===== src/rtl/vga_timing_pkg.sv =====
// Shared 640x480@60 timing constants and counter widths for the character
// display timing generator.
package vga_timing_pkg;

    localparam int DEF_H_ACTIVE   = 640;
    localparam int DEF_H_FP       = 16;
    localparam int DEF_H_SYNC     = 96;
    localparam int DEF_H_BP       = 48;
    localparam int DEF_V_ACTIVE   = 480;
    localparam int DEF_V_FP       = 10;
    localparam int DEF_V_SYNC     = 2;
    localparam int DEF_V_BP       = 33;
    localparam bit DEF_SYNC_POL   = 1'b0;
    localparam int DEF_PIPE_DELAY = 2;

    localparam int DEF_H_TOTAL = DEF_H_ACTIVE + DEF_H_FP + DEF_H_SYNC + DEF_H_BP;
    localparam int DEF_V_TOTAL = DEF_V_ACTIVE + DEF_V_FP + DEF_V_SYNC + DEF_V_BP;

    localparam int H_COUNT_W = 11;
    localparam int V_COUNT_W = 10;
    localparam int CHAR_W    = 7;
    localparam int SUB_W     = 3;

endpackage


===== src/rtl/sync_delay_line.sv =====
// Fixed-depth register chain with a synchronous clear to a chosen idle value.
// Depth must be at least 1; zero-depth paths are handled by the instantiator.
module sync_delay_line #(
    parameter int               DEPTH       = 2,
    parameter int               WIDTH       = 4,
    parameter logic [WIDTH-1:0] RESET_VALUE = '0
) (
    input  logic             pixel_clock,
    input  logic             clear,
    input  logic [WIDTH-1:0] din,
    output logic [WIDTH-1:0] dout
);

    logic [WIDTH-1:0] stages [DEPTH];

    always_ff @(posedge pixel_clock) begin
        if (clear) begin
            for (int i = 0; i < DEPTH; i++) stages[i] <= RESET_VALUE;
        end else begin
            stages[0] <= din;
            for (int i = 1; i < DEPTH; i++) stages[i] <= stages[i-1];
        end
    end

    assign dout = stages[DEPTH-1];

endmodule


===== src/rtl/vga_char_timing.sv =====
// VGA raster timing with character-cell coordinates; sync/blank/frame pulse are
// delayed to match the downstream character RAM + glyph ROM read latency.
module vga_char_timing
    import vga_timing_pkg::*;
#(
    parameter int H_ACTIVE   = DEF_H_ACTIVE,
    parameter int H_FP       = DEF_H_FP,
    parameter int H_SYNC     = DEF_H_SYNC,
    parameter int H_BP       = DEF_H_BP,
    parameter int V_ACTIVE   = DEF_V_ACTIVE,
    parameter int V_FP       = DEF_V_FP,
    parameter int V_SYNC     = DEF_V_SYNC,
    parameter int V_BP       = DEF_V_BP,
    parameter bit SYNC_POL   = DEF_SYNC_POL,
    parameter int PIPE_DELAY = DEF_PIPE_DELAY
) (
    input  logic                 pixel_clock,
    input  logic                 reset,
    input  logic                 timing_en,
    output logic [CHAR_W-1:0]    char_column,
    output logic [CHAR_W-1:0]    char_line,
    output logic [SUB_W-1:0]     subchar_pixel,
    output logic [SUB_W-1:0]     subchar_line,
    output logic [H_COUNT_W-1:0] h_count,
    output logic [V_COUNT_W-1:0] v_count,
    output logic                 hsync,
    output logic                 vsync,
    output logic                 blank,
    output logic                 frame_start
);

    localparam int H_TOTAL = H_ACTIVE + H_FP + H_SYNC + H_BP;
    localparam int V_TOTAL = V_ACTIVE + V_FP + V_SYNC + V_BP;

    localparam logic [H_COUNT_W-1:0] H_LAST   = H_COUNT_W'(H_TOTAL - 1);
    localparam logic [H_COUNT_W-1:0] H_VIS    = H_COUNT_W'(H_ACTIVE);
    localparam logic [H_COUNT_W-1:0] HS_START = H_COUNT_W'(H_ACTIVE + H_FP);
    localparam logic [H_COUNT_W-1:0] HS_END   = H_COUNT_W'(H_ACTIVE + H_FP + H_SYNC);
    localparam logic [V_COUNT_W-1:0] V_LAST   = V_COUNT_W'(V_TOTAL - 1);
    localparam logic [V_COUNT_W-1:0] V_VIS    = V_COUNT_W'(V_ACTIVE);
    localparam logic [V_COUNT_W-1:0] VS_START = V_COUNT_W'(V_ACTIVE + V_FP);
    localparam logic [V_COUNT_W-1:0] VS_END   = V_COUNT_W'(V_ACTIVE + V_FP + V_SYNC);

    localparam logic [3:0] IDLE_VALUE = {~SYNC_POL, ~SYNC_POL, 1'b1, 1'b0};

    logic       idle;
    logic       running;
    logic       hs_active;
    logic       vs_active;
    logic [3:0] raw_bundle;
    logic [3:0] delayed_bundle;

    assign idle = reset || !timing_en;

    // The first enabled edge only arms 'running' so that h=0,v=0 is a real
    // displayed cycle whose frame pulse enters the delay line.
    always_ff @(posedge pixel_clock) begin
        if (idle) begin
            running       <= 1'b0;
            h_count       <= '0;
            v_count       <= '0;
            char_column   <= '0;
            subchar_pixel <= '0;
            char_line     <= '0;
            subchar_line  <= '0;
        end else if (!running) begin
            running <= 1'b1;
        end else if (h_count == H_LAST) begin
            h_count       <= '0;
            char_column   <= '0;
            subchar_pixel <= '0;
            if (v_count == V_LAST) begin
                v_count      <= '0;
                char_line    <= '0;
                subchar_line <= '0;
            end else begin
                v_count <= v_count + 1'b1;
                if (&subchar_line) begin
                    subchar_line <= '0;
                    char_line    <= char_line + 1'b1;
                end else begin
                    subchar_line <= subchar_line + 1'b1;
                end
            end
        end else begin
            h_count <= h_count + 1'b1;
            if (&subchar_pixel) begin
                subchar_pixel <= '0;
                char_column   <= char_column + 1'b1;
            end else begin
                subchar_pixel <= subchar_pixel + 1'b1;
            end
        end
    end

    always_comb begin
        hs_active     = running && (h_count >= HS_START) && (h_count < HS_END);
        vs_active     = running && (v_count >= VS_START) && (v_count < VS_END);
        raw_bundle[3] = hs_active ? SYNC_POL : ~SYNC_POL;
        raw_bundle[2] = vs_active ? SYNC_POL : ~SYNC_POL;
        raw_bundle[1] = !running || (h_count >= H_VIS) || (v_count >= V_VIS);
        raw_bundle[0] = running && (h_count == '0) && (v_count == '0);
    end

    generate
        if (PIPE_DELAY == 0) begin : g_no_delay
            assign delayed_bundle = raw_bundle;
        end else begin : g_delay
            sync_delay_line #(
                .DEPTH       (PIPE_DELAY),
                .WIDTH       (4),
                .RESET_VALUE (IDLE_VALUE)
            ) u_sync_delay (
                .pixel_clock (pixel_clock),
                .clear       (idle),
                .din         (raw_bundle),
                .dout        (delayed_bundle)
            );
        end
    endgenerate

    assign {hsync, vsync, blank, frame_start} = delayed_bundle;

endmodule


===== config.mk =====
export PLATFORM = sky130hd
export DESIGN_NAME = vga_char_timing
export DESIGN_NICKNAME = d
export VERILOG_FILES = /design/src/rtl/vga_timing_pkg.sv /design/src/rtl/sync_delay_line.sv /design/src/rtl/vga_char_timing.sv
export SDC_FILE = /design/constraint.sdc
export NUM_CORES = 1
export LEC_CHECK = 0
export BUFFER_PORTS_ARGS = -buffer_cell sky130_fd_sc_hd__buf_2
export CELL_PAD_IN_SITES_DETAIL_PLACEMENT = 1
export CELL_PAD_IN_SITES_GLOBAL_PLACEMENT = 2
export CORE_ASPECT_RATIO = 0.9
export CORE_MARGIN = 2
export CORE_UTILIZATION = 29
export DETAILED_ROUTE_END_ITERATION = 10
export GPL_TIMING_DRIVEN = 0
export HOLD_SLACK_MARGIN = 0.06
export PLACE_DENSITY = 0.74
export SETUP_SLACK_MARGIN = 0.1
export SKIP_CTS_REPAIR_TIMING = 1
export SLEW_MARGIN = 20
export SYNTH_ARGS = -nofsm -noshare
export SYNTH_HDL_FRONTEND = slang
export SYNTH_SLANG_ARGS = --single-unit

===== constraint.sdc =====
create_clock -name pixel_clock -period 1.7 [get_ports pixel_clock]
set_input_delay 0.085 -clock pixel_clock [delete_from_list [all_inputs] [get_ports pixel_clock]]
set_output_delay 0.085 -clock pixel_clock [all_outputs]
set_load 0.005 [all_outputs]

# ---- Yosys cells after proc, flatten, opt, wreduce, memory -nomap -nowiden
# Memories as Yosys holds them, arrays and structs flattened.
# Cells that the tools add are included.
dict set report totals {
  mem_bits_rw 8
  regBits 42
  memories 1
  out_inout_bits 45
}
dict set report op_classes {
  bitwise_logic 2
  n_reduce_logical 20
  n_eq_ne 2
  order_cmp 6
  add_sub_neg 6
  muxes 17
}
# memory depth width read_ports rd_ports_with_merged_regs write_ports line
set memory_table {}
lappend memory_table {g_delay.u_sync_delay.stages 2 4 2 0 2 sync_delay_line.sv:14} ;# logic [WIDTH-1:0] stages [DEPTH];
# operator count
set ops {}
lappend ops {{7-bit 2-to-1 mux} 4}
lappend ops {{11-bit by 10-bit >= comparator with 1-bit output, second input constant} 2}
lappend ops {{10-bit by 9-bit >= comparator with 1-bit output, second input constant} 2}
lappend ops {{7-bit by 1-bit adder with 7-bit output, second input constant} 2}
lappend ops {{3-bit 2-to-1 mux} 4}
lappend ops {{11-bit by 1-bit adder with 11-bit output, second input constant} 1}
lappend ops {{11-bit by 10-bit == test with 1-bit output, second input constant} 1}
lappend ops {{11-bit zero test} 1}
lappend ops {{11-bit by 10-bit < comparator with 1-bit output, second input constant} 1}
lappend ops {{11-bit 2-to-1 mux} 1}
lappend ops {{10-bit by 1-bit adder with 10-bit output, second input constant} 1}
lappend ops {{10-bit == test, second input constant} 1}
lappend ops {{10-bit zero test} 1}
lappend ops {{10-bit by 9-bit < comparator with 1-bit output, second input constant} 1}
lappend ops {{10-bit 2-to-1 mux} 1}
lappend ops {{3-bit AND reduction} 3}
lappend ops {{4-bit 2-to-1 mux} 2}
lappend ops {{3-bit by 1-bit adder with 3-bit output, second input constant} 2}
lappend ops {{1-bit logical AND} 6}
lappend ops {{1-bit 2-to-1 mux} 5}
lappend ops {{2-bit AND reduction} 2}
lappend ops {{2-bit nonzero test} 2}
lappend ops {{1-bit logical OR} 3}
lappend ops {{1-bit zero test} 2}
lappend ops {{1-bit bitwise OR} 2}

# ---- Logic depth before layout (Yosys ltp)
# Gate-level depths: netlist (run 1).
dict set report logic_depth {
  ltp_word 5
  ltp_mapped 8
}

# ---- Cells and area by module
# Synthesis (run 1) repeated with hierarchy kept, for this count alone.
dict set report unflattened {
  cells_unflattened 285
  hier_area_um2 2487.4
}
# mod cells_per_inst n_inst seq_area_each_um2 area_each_um2
set by_module_without_submodules {}
lappend by_module_without_submodules {vga_char_timing 265 1 840.8 2247.2}
lappend by_module_without_submodules {sync_delay_line 20 1 160.2 240.2}

# ---- Worst setup path before layout (run 1)
# Ideal clock, no wire load.
dict set report synth_path {
  kind {reg2reg}
  from {register h_count[0]}
  to {register char_line[5]}
  period_less_slack_ps 1836
  setup_time_ps 66
  setup_slack_ps -136
  arrival_ps 1770
  path_stages_with_launch 8
  cell_sequence {dfxtp_1 ha_1 and4_1 buf_2 nand3_2 buf_6 or4_4 a21oi_2}
}
dict set report synth_between {
  elab_chain_cells 2
}
# element line
set synth_rtl {}
lappend synth_rtl {{from (decl)} vga_char_timing.sv:24} ;# output logic [H_COUNT_W-1:0] h_count,
lappend synth_rtl {{from (signal assigned)} vga_char_timing.sv:86} ;# h_count <= h_count + 1'b1;
lappend synth_rtl {{11-bit by 10-bit == test with 1-bit output} vga_char_timing.sv:68} ;# end else if (h_count == H_LAST) begin
lappend synth_rtl {{3-bit AND reduction (no source line)} n/a}
lappend synth_rtl {{to (signal assigned)} vga_char_timing.sv:80} ;# char_line <= char_line + 1'b1;
lappend synth_rtl {{to (decl)} vga_char_timing.sv:21} ;# output logic [CHAR_W-1:0] char_line,
# Every way passes these cells.
# A chain may end at the register's enable or synchronous reset.

# ---- Final worst setup path (run 1)
dict set report layout_path {
  from {register h_count[5]}
  to {register char_line[2]}
}
# Same word-level chain as after synthesis.

==> results of run 1 <==
[area by class of cell]
class | instances | area share (%)
flip-flops and latches | 50 | 30.59
well taps | 96 | 3.573
clock inverters | 1 | 0.2233
inverters | 6 | 0.6699
clock buffers | 7 | 2.903
multi-input cells | 190 | 43.77
repair buffers | 72 | 14.85
plain buffers | 11 | 3.424
[synthesized netlist by cell type, drive strengths merged]
cell     n  area [µm²]
nor3     2       10.01
buf      6       35.03
ha      11       137.6
a31oi    2       12.51
xnor2    6       52.55
and4     3       26.28
or3      5       31.28
or4      7       56.30
nor2    30       112.6
nand3   26       135.1
xor2    12       105.1
and2     1       6.260
nand4b   1       8.760
nand4   11       68.82
inv      6       22.52
o41ai    1       8.760
or4b     2       20.02
and3     8       50.05
o21ai    9       45.04
mux2i    3       30.03
dfxtp   50        1001
clkbuf   5       20.01
nand2   12       45.04
nor4b    3       47.54
and3b    1       8.760
o31ai    6       45.04
a21oi   19       98.85
nand2b   5       31.28
nor4     3       18.77
[worst register-to-register path, stage by stage (launching register included)]
cell     delay (ps)
dfxtp_4         380
nor4b_4         270
buf_4           180
nand3_4         120
buf_8           180
or4_4           480
a21oi_2         120
[layer usage]
| layer | wire (µm) | vias up | GRT usage (%) | share of wire, % |
|---|---|---|---|---|
| met4 | 56 | 0 | 2.273 | 0.80 |
| met3 | 245 | 4 | 2.765 | 3.5 |
| met2 | 3360 | 38 | 24.26 | 48 |
| met1 | 3360 | 1075 | 20.45 | 48 |
| met5 | 0 | - | 0 | 0 |
| li1 | - | 1081 | - | - |
[cells by family after synthesis]
logic type                 after synthesis
DFF                                     50
xor gates and xnor gates                18
buffers and inverters                   17
muxes                                    3
and+or+nand+nor                        120
AOI/OAI and AO/OA                       37
adders and majority gates               11
[flip-flops by register name, indices dropped and copies added, names as in the netlist]
register / flops
running: 1
char_column: 7
h_count: 11
char_line: 7
v_count: 10
g_delay.u_sync_delay.stages: 8
subchar_line: 3
subchar_pixel: 3
[path summary, 6_finish.rpt]
kind	start	endpoint	slack, ps	depth (start not counted)
max	h_count[5]	char_line[2]	-80	6
min	timing_en	char_line[3]	80	3
max reg2reg	h_count[5]	char_line[2]	-80	6
min reg2reg	g_delay.u_sync_delay.stages[0][1]	g_delay.u_sync_delay.stages[0][5]	420	1
[cells in the final DEF (no fill, tap or decap), types with 7 or more instances in the layout]
cell type / netlist / final
dfxtp_2: 0 / 7
buf_4: 0 / 19
a21oi_2: 1 / 7
and3_1: 8 / 7
nor2_1: 30 / 27
dfxtp_1: 50 / 38
xor2_1: 12 / 11
nand2_1: 12 / 11
ha_1: 11 / 8
a21oi_1: 18 / 12
nand3_1: 25 / 21
buf_2: 4 / 48
nand4_1: 11 / 11
[power by group through the flow]
stage / Sequential (mW) / Clock, mW / Combinational [mW]
2_1_floorplan: 1.20 / 0 / 0.0328
3_3_place_gp: 1.20 / 0 / 0.0520
3_5_place_dp: 1.20 / 0 / 0.0519
4_1_cts: 1.17 / 0.812 / 0.0520
5_1_grt: 1.17 / 0.864 / 0.0809
6_report: 1.17 / 0.790 / 0.0753
[through the flow]
stage | hold slack (ps) | area, µm² | utilization (%) | power [mW]
after floorplan | 258.8 | 2389 | - | 1.235
after global placement | 392.5 | 2744 | 36.01 | 1.254
after detailed placement | 399.3 | 2744 | 36.01 | 1.254
after CTS | 75.06 | 2849 | 37.39 | 2.039
after global routing | 95.95 | 3362 | 44.12 | 2.118
final | 76.53 | 3362 | 44.12 | 2.037
==> impl_results.md, run 1 <==
- # DRC: 0
- Via density per instance: 5.076
- Clock sinks: 50
- Count of cell types in the netlist: 37
- Setup TNS: -231.9 ps
- Critical path fanouts, max: 7
- Crit path cell chain: nor4b_4, buf_4, nand3_4, buf_8, or4_4, a21oi_2
- Synthesized flop and latch total: 50
- Post-synthesis simple-gate area fraction: 29.55%
- Register Area: 1028 µm²
- Slew Limit Fails: 0
- Max_slew headroom: 56.69%
- Pre-antenna DRT Iters: 4
- Global Route Usage Sum: 14.62%
- Final worst slack: -77.35 ps
- Switching power total: 456.5 µW
- Data required, critical path: 1950 ps
- First-pass GRT wire length: 10250 µm
- Initial Util: 30.07%
- Xor/xnor cell area share of the yosys netlist: 6.881%
- Syn_nets: 270
- Pwr dens: 605.8 nW/µm²
- Fraction of power consumed by sequential logic: 57.5%
- CTS tree: done
- Critical Path Sink Type: flop
- Largest family of logic cells by synthesized area: simple AND/OR/NAND/NOR gates
- Synthesized area: 2291 µm²
- Max IR drop VDD: 0.0003485 V
- Final Hold Viols: 0
- Failing checks: negative setup slack
- Achievable frequency: 0.5626 GHz
- CP delay by family, top: simple AND/OR/NAND/NOR gates
- Sequential share of the synthesized area: 43.69%
- Fin cells: 433
- FP Rows: 30
- Vias in the first global route: 2006
- Avg WL per Cell: 16.22 µm
- Final GP Congestion: 0.7613
- Switching Share: 22.42%
- CP Launch Type: flop
- Grt total ovfl: 0
- Full die area: 8628 µm²
- Gate Count Post-Synth: 256
- Detailed placer's ending HPWL: 4488 µm
- IO Port Bufs: 47
- Clock Skews: 11.09 ps
- Worst-path clk slew: 100 ps
- DIE WIDTH: 97.69 µm
- Status: finished, violations left
- Area of the multi-input gates: 1471 µm²
- Layout cells sized above 1: 41.84%
- CORE AREA: 7620 µm²
- # placed instances: 399
- Adder-Cell Fraction of Synth Area: 6.008%
- Drt total wl: 7022 µm
- RSZ-0062 raised after global routing: yes
- Worst path bufs/invs: 2
- Violation count after the first detailed-route iteration: 49
- Area Overhead vs Synth: 46.75%
- Initial antenna violation count: 0
- H-tree Lvls: 2
- Compound-Gate Fraction of Synth Area: 9.175%
- # diodes: 0
- Vias post-DR: 2198
- Critical Path AT: 2020 ps
- Pint: 1.580 mW
- Fin nets: 350
- Post-Syn Area per Cell: 8.949 µm²
- Final Setup Violations: 6
- Leakage power: 1.325 nW
- Crit-path max cell delay: 480 ps
- Setup Crit Path Kind: reg2reg
- Worst slew pin tran: 649.6 ps
- I/O pin cnt: 48
- Multiplexer area fraction after synthesis: 1.311%
- Root Driver: clkbuf_8
- CTS buffer count: 5
- Synth warnings: 0
- Pre-CTS WS: -236.5 ps
- Clk Latency, worst-skew pair: 300 ps
- Largest net degree at the start of global routing: 16
- CTS Buffer Depth: 2
- ANT nets after route: 0
- Tmin final: 1777 ps
- Chip Height: 88.32 µm
- Hold Path Class: in2reg
- Max cap viols: 0
- Clock network fraction of design power: 38.8%
- Final worst-path cycle share: 104.5%
- Worst path slowest cell: or4_4
- Fill cells: 896
- Comb power frac: 3.7%
No activity file was read; power rests on OpenSTA's default activity.
==> run 2: changes to the inputs <==
--- a/config.mk
+++ b/config.mk
@@ -17,6 +17,7 @@
 export PLACE_DENSITY = 0.74
 export SETUP_SLACK_MARGIN = 0.1
 export SKIP_CTS_REPAIR_TIMING = 1
+export SKIP_LAST_GASP = 1
 export SLEW_MARGIN = 20
 export SYNTH_ARGS = -nofsm -noshare
 export SYNTH_HDL_FRONTEND = slang
==> run 2 against run 1 <==
Net effect: the run still ends with negative setup slack left; fmax down 0.81%; final area decreased by 0.11%; clock power shrank 0.5%; global-route usage unchanged; sequential share of layout area barely moved; flip-flop and latch count stayed put; highest routed layer unchanged.
==> impl_results.md, run 2 (same netlist as run 1, synthesis figures left out) <==
- Vias in the first global route: 2006 (unchanged)
- CTS tree: done (unchanged)
- Crit-path max cell delay: 480 ps (about the same)
- CTS Buffer Depth: 2 (unchanged)
- Drt total wl: 7023 µm (was 7022 µm)
- Detailed placer's ending HPWL: 4488 µm (unchanged)
- DIE WIDTH: 97.69 µm (unchanged)
- Area Overhead vs Synth: 46.59% (was 46.75%)
- Max FFs per register: 11 (unchanged)
- Via density per instance: 5.141 (was 5.076)
- Clk Latency, worst-skew pair: 300 ps (about the same)
- Pwr dens: 605.4 nW/µm² (was 605.8 nW/µm²)
- Clock network fraction of design power: 38.7% (was 38.8%)
- Full die area: 8628 µm² (unchanged)
- Violation count after the first detailed-route iteration: 49 (unchanged)
- Chip Height: 88.32 µm (unchanged)
- Final Hold Viols: 0 (unchanged)
- Fraction of power consumed by sequential logic: 57.6% (was 57.5%)
- # diodes: 0 (unchanged)
- Commonest non-fill, non-tap cells in the layout: buf_2 (48), dfxtp_1 (38), nor2_1 (27), nand3_1 (21), buf_4 (19) (unchanged)
- Root Driver: clkbuf_8 (unchanged)
- Worst-path clk slew: 100 ps (about the same)
- Placed cell area: 2744 µm² (unchanged)
- Worst path slowest cell: or4_1 (was or4_4)
- Achievable frequency: 0.5581 GHz (was 0.5626 GHz)
- Fin nets: 350 (unchanged)
- Setup TNS: -249.6 ps (was -231.9 ps)
- Critical Path Sink Type: flop (unchanged)
- Max_slew headroom: 57.14% (was 56.69%)
- Worst slew pin tran: 642.8 ps (was 649.6 ps)
- Fill cells: 897 (was 896)
- CORE AREA: 7620 µm² (unchanged)
- Commonest non-fill, non-tap cell in the layout: buf_2 (unchanged)
- RSZ-0062 raised after global routing: yes (unchanged)
- Final GP Congestion: 0.7613 (unchanged)
- Switching power total: 452.8 µW (was 456.5 µW)
- Pre-antenna DRT Iters: 4 (unchanged)
- Leakage power: 1.323 nW (was 1.325 nW)
- ANT nets after route: 0 (unchanged)
- Worst path bufs/invs: 2 (unchanged)
- Clock Skews: 7.520 ps (was 11.09 ps)
- Avg WL per Cell: 16.22 µm (about the same)
- Switching Share: 22.28% (was 22.42%)
- Largest net degree at the start of global routing: 16 (unchanged)
- Layout cells sized above 1: 41.54% (was 41.84%)
- CP Launch Type: flop (unchanged)
- Slew Limit Fails: 0 (unchanged)
- Initial antenna violation count: 0 (unchanged)
- Total Power: 2.033 mW (was 2.037 mW)
- Max IR drop VDD: 0.0003491 V (was 0.0003485 V)
- FP Rows: 30 (unchanged)
- Failing checks: negative setup slack (unchanged)
- H-tree Lvls: 2 (unchanged)
- CTS buffer count: 5 (unchanged)
- Max cap viols: 0 (unchanged)
- First-pass GRT wire length: 10250 µm (unchanged)
- Reg with most FFs: h_count (unchanged)
- Hold Path Class: in2reg (unchanged)
- Critical path fanouts, max: 7 (unchanged)
- Initial Util: 30.07% (unchanged)
- Status: finished, violations left (unchanged)
- Design area: 3358 µm² (was 3362 µm²)
- Data required, critical path: 1940 ps (was 1950 ps)
- Final worst-path cycle share: 105.4% (was 104.5%)
- IO Port Bufs: 47 (unchanged)
- Biggest regs: h_count (11), v_count (10), g_delay.u_sync_delay.stages (8) (unchanged)
- CP delay by family, top: simple AND/OR/NAND/NOR gates (unchanged)
- Final worst slack: -91.78 ps (was -77.35 ps)
- # DRC: 0 (unchanged)
- I/O pin cnt: 48 (unchanged)
- Critical Path AT: 2040 ps (was 2020 ps)
- Tmin final: 1792 ps (was 1777 ps)
- Final Setup Violations: 6 (unchanged)
- Vias post-DR: 2226 (was 2198)
- Clock sinks: 50 (unchanged)
- Grt total ovfl: 0 (unchanged)
- Comb power frac: 3.7% (about the same)
- Global Route Usage Sum: 14.62% (unchanged)
- Crit path cell chain: nor4b_4, buf_4, nand3_4, buf_8, or4_1, a21oi_2 (was nor4b_4, buf_4, nand3_4, buf_8, or4_4, a21oi_2)
- Setup Crit Path Kind: reg2reg (unchanged)
- Pint: 1.580 mW (about the same)
run 2: cell counts in the layout (fill, tap and decap cells not counted):
Identical to the previous run, type by type.
run 2: final timing paths:
check	start	to	slack, ps	depth (start not counted)
max	h_count[5]	char_line[2]	-90	6
min	timing_en	char_line[3]	80	3
max reg2reg	h_count[5]	char_line[2]	-90	6
min reg2reg	g_delay.u_sync_delay.stages[0][1]	g_delay.u_sync_delay.stages[0][5]	420	1
run 2: power by group through the flow:
stage / sequential, mW / clock, mW / combinational, mW
final: 1.17 / 0.786 / 0.0752
after global routing: 1.17 / 0.864 / 0.0809
after CTS: 1.17 / 0.812 / 0.0520
after detailed placement: 1.20 / 0 / 0.0519
after global placement: 1.20 / 0 / 0.0520
after floorplan: 1.20 / 0 / 0.0328
run 2: area by class of cell:
cell class / instances / area [µm²] / area share, %
Timing Repair Buffer: 72 / 499.2 / 14.87
Sequential cell: 50 / 1028 / 30.63
Multi-Input combinational cell: 190 / 1468 / 43.70
Inverter: 6 / 22.52 / 0.6706
Buffer: 11 / 115.1 / 3.428
Clock buffer: 7 / 97.59 / 2.906
Clock inverter: 1 / 7.507 / 0.2235
Tap cell: 96 / 120.1 / 3.577
run 2: worst min-delay path, stage by stage:
cell	delay (ps)
buf_2	100
nand2b_1	100
a31oi_1	50
run 2: per-layer routing:
metal / share of wire, % / vias to the layer above / GRT usage [%]
met5: 0 / - / 0
met2: 48 / 44 / 24.26
met1: 48 / 1092 / 20.45
met4: 0.88 / 0 / 2.273
met3: 3.6 / 6 / 2.765
li1: - / 1084 / -
run 2: through the flow:
step                      hold slack [ps]  instances  utilization [%]  worst slack [ps]
after global routing                95.95        433            44.07            -178.5
after CTS                           75.06        407            37.39            -258.0
final                               80.91        433            44.07            -91.78
after floorplan                     258.8        256                -             61.45
after global placement              392.5        399            36.01            -255.5
after detailed placement            399.3        399            36.01            -236.5
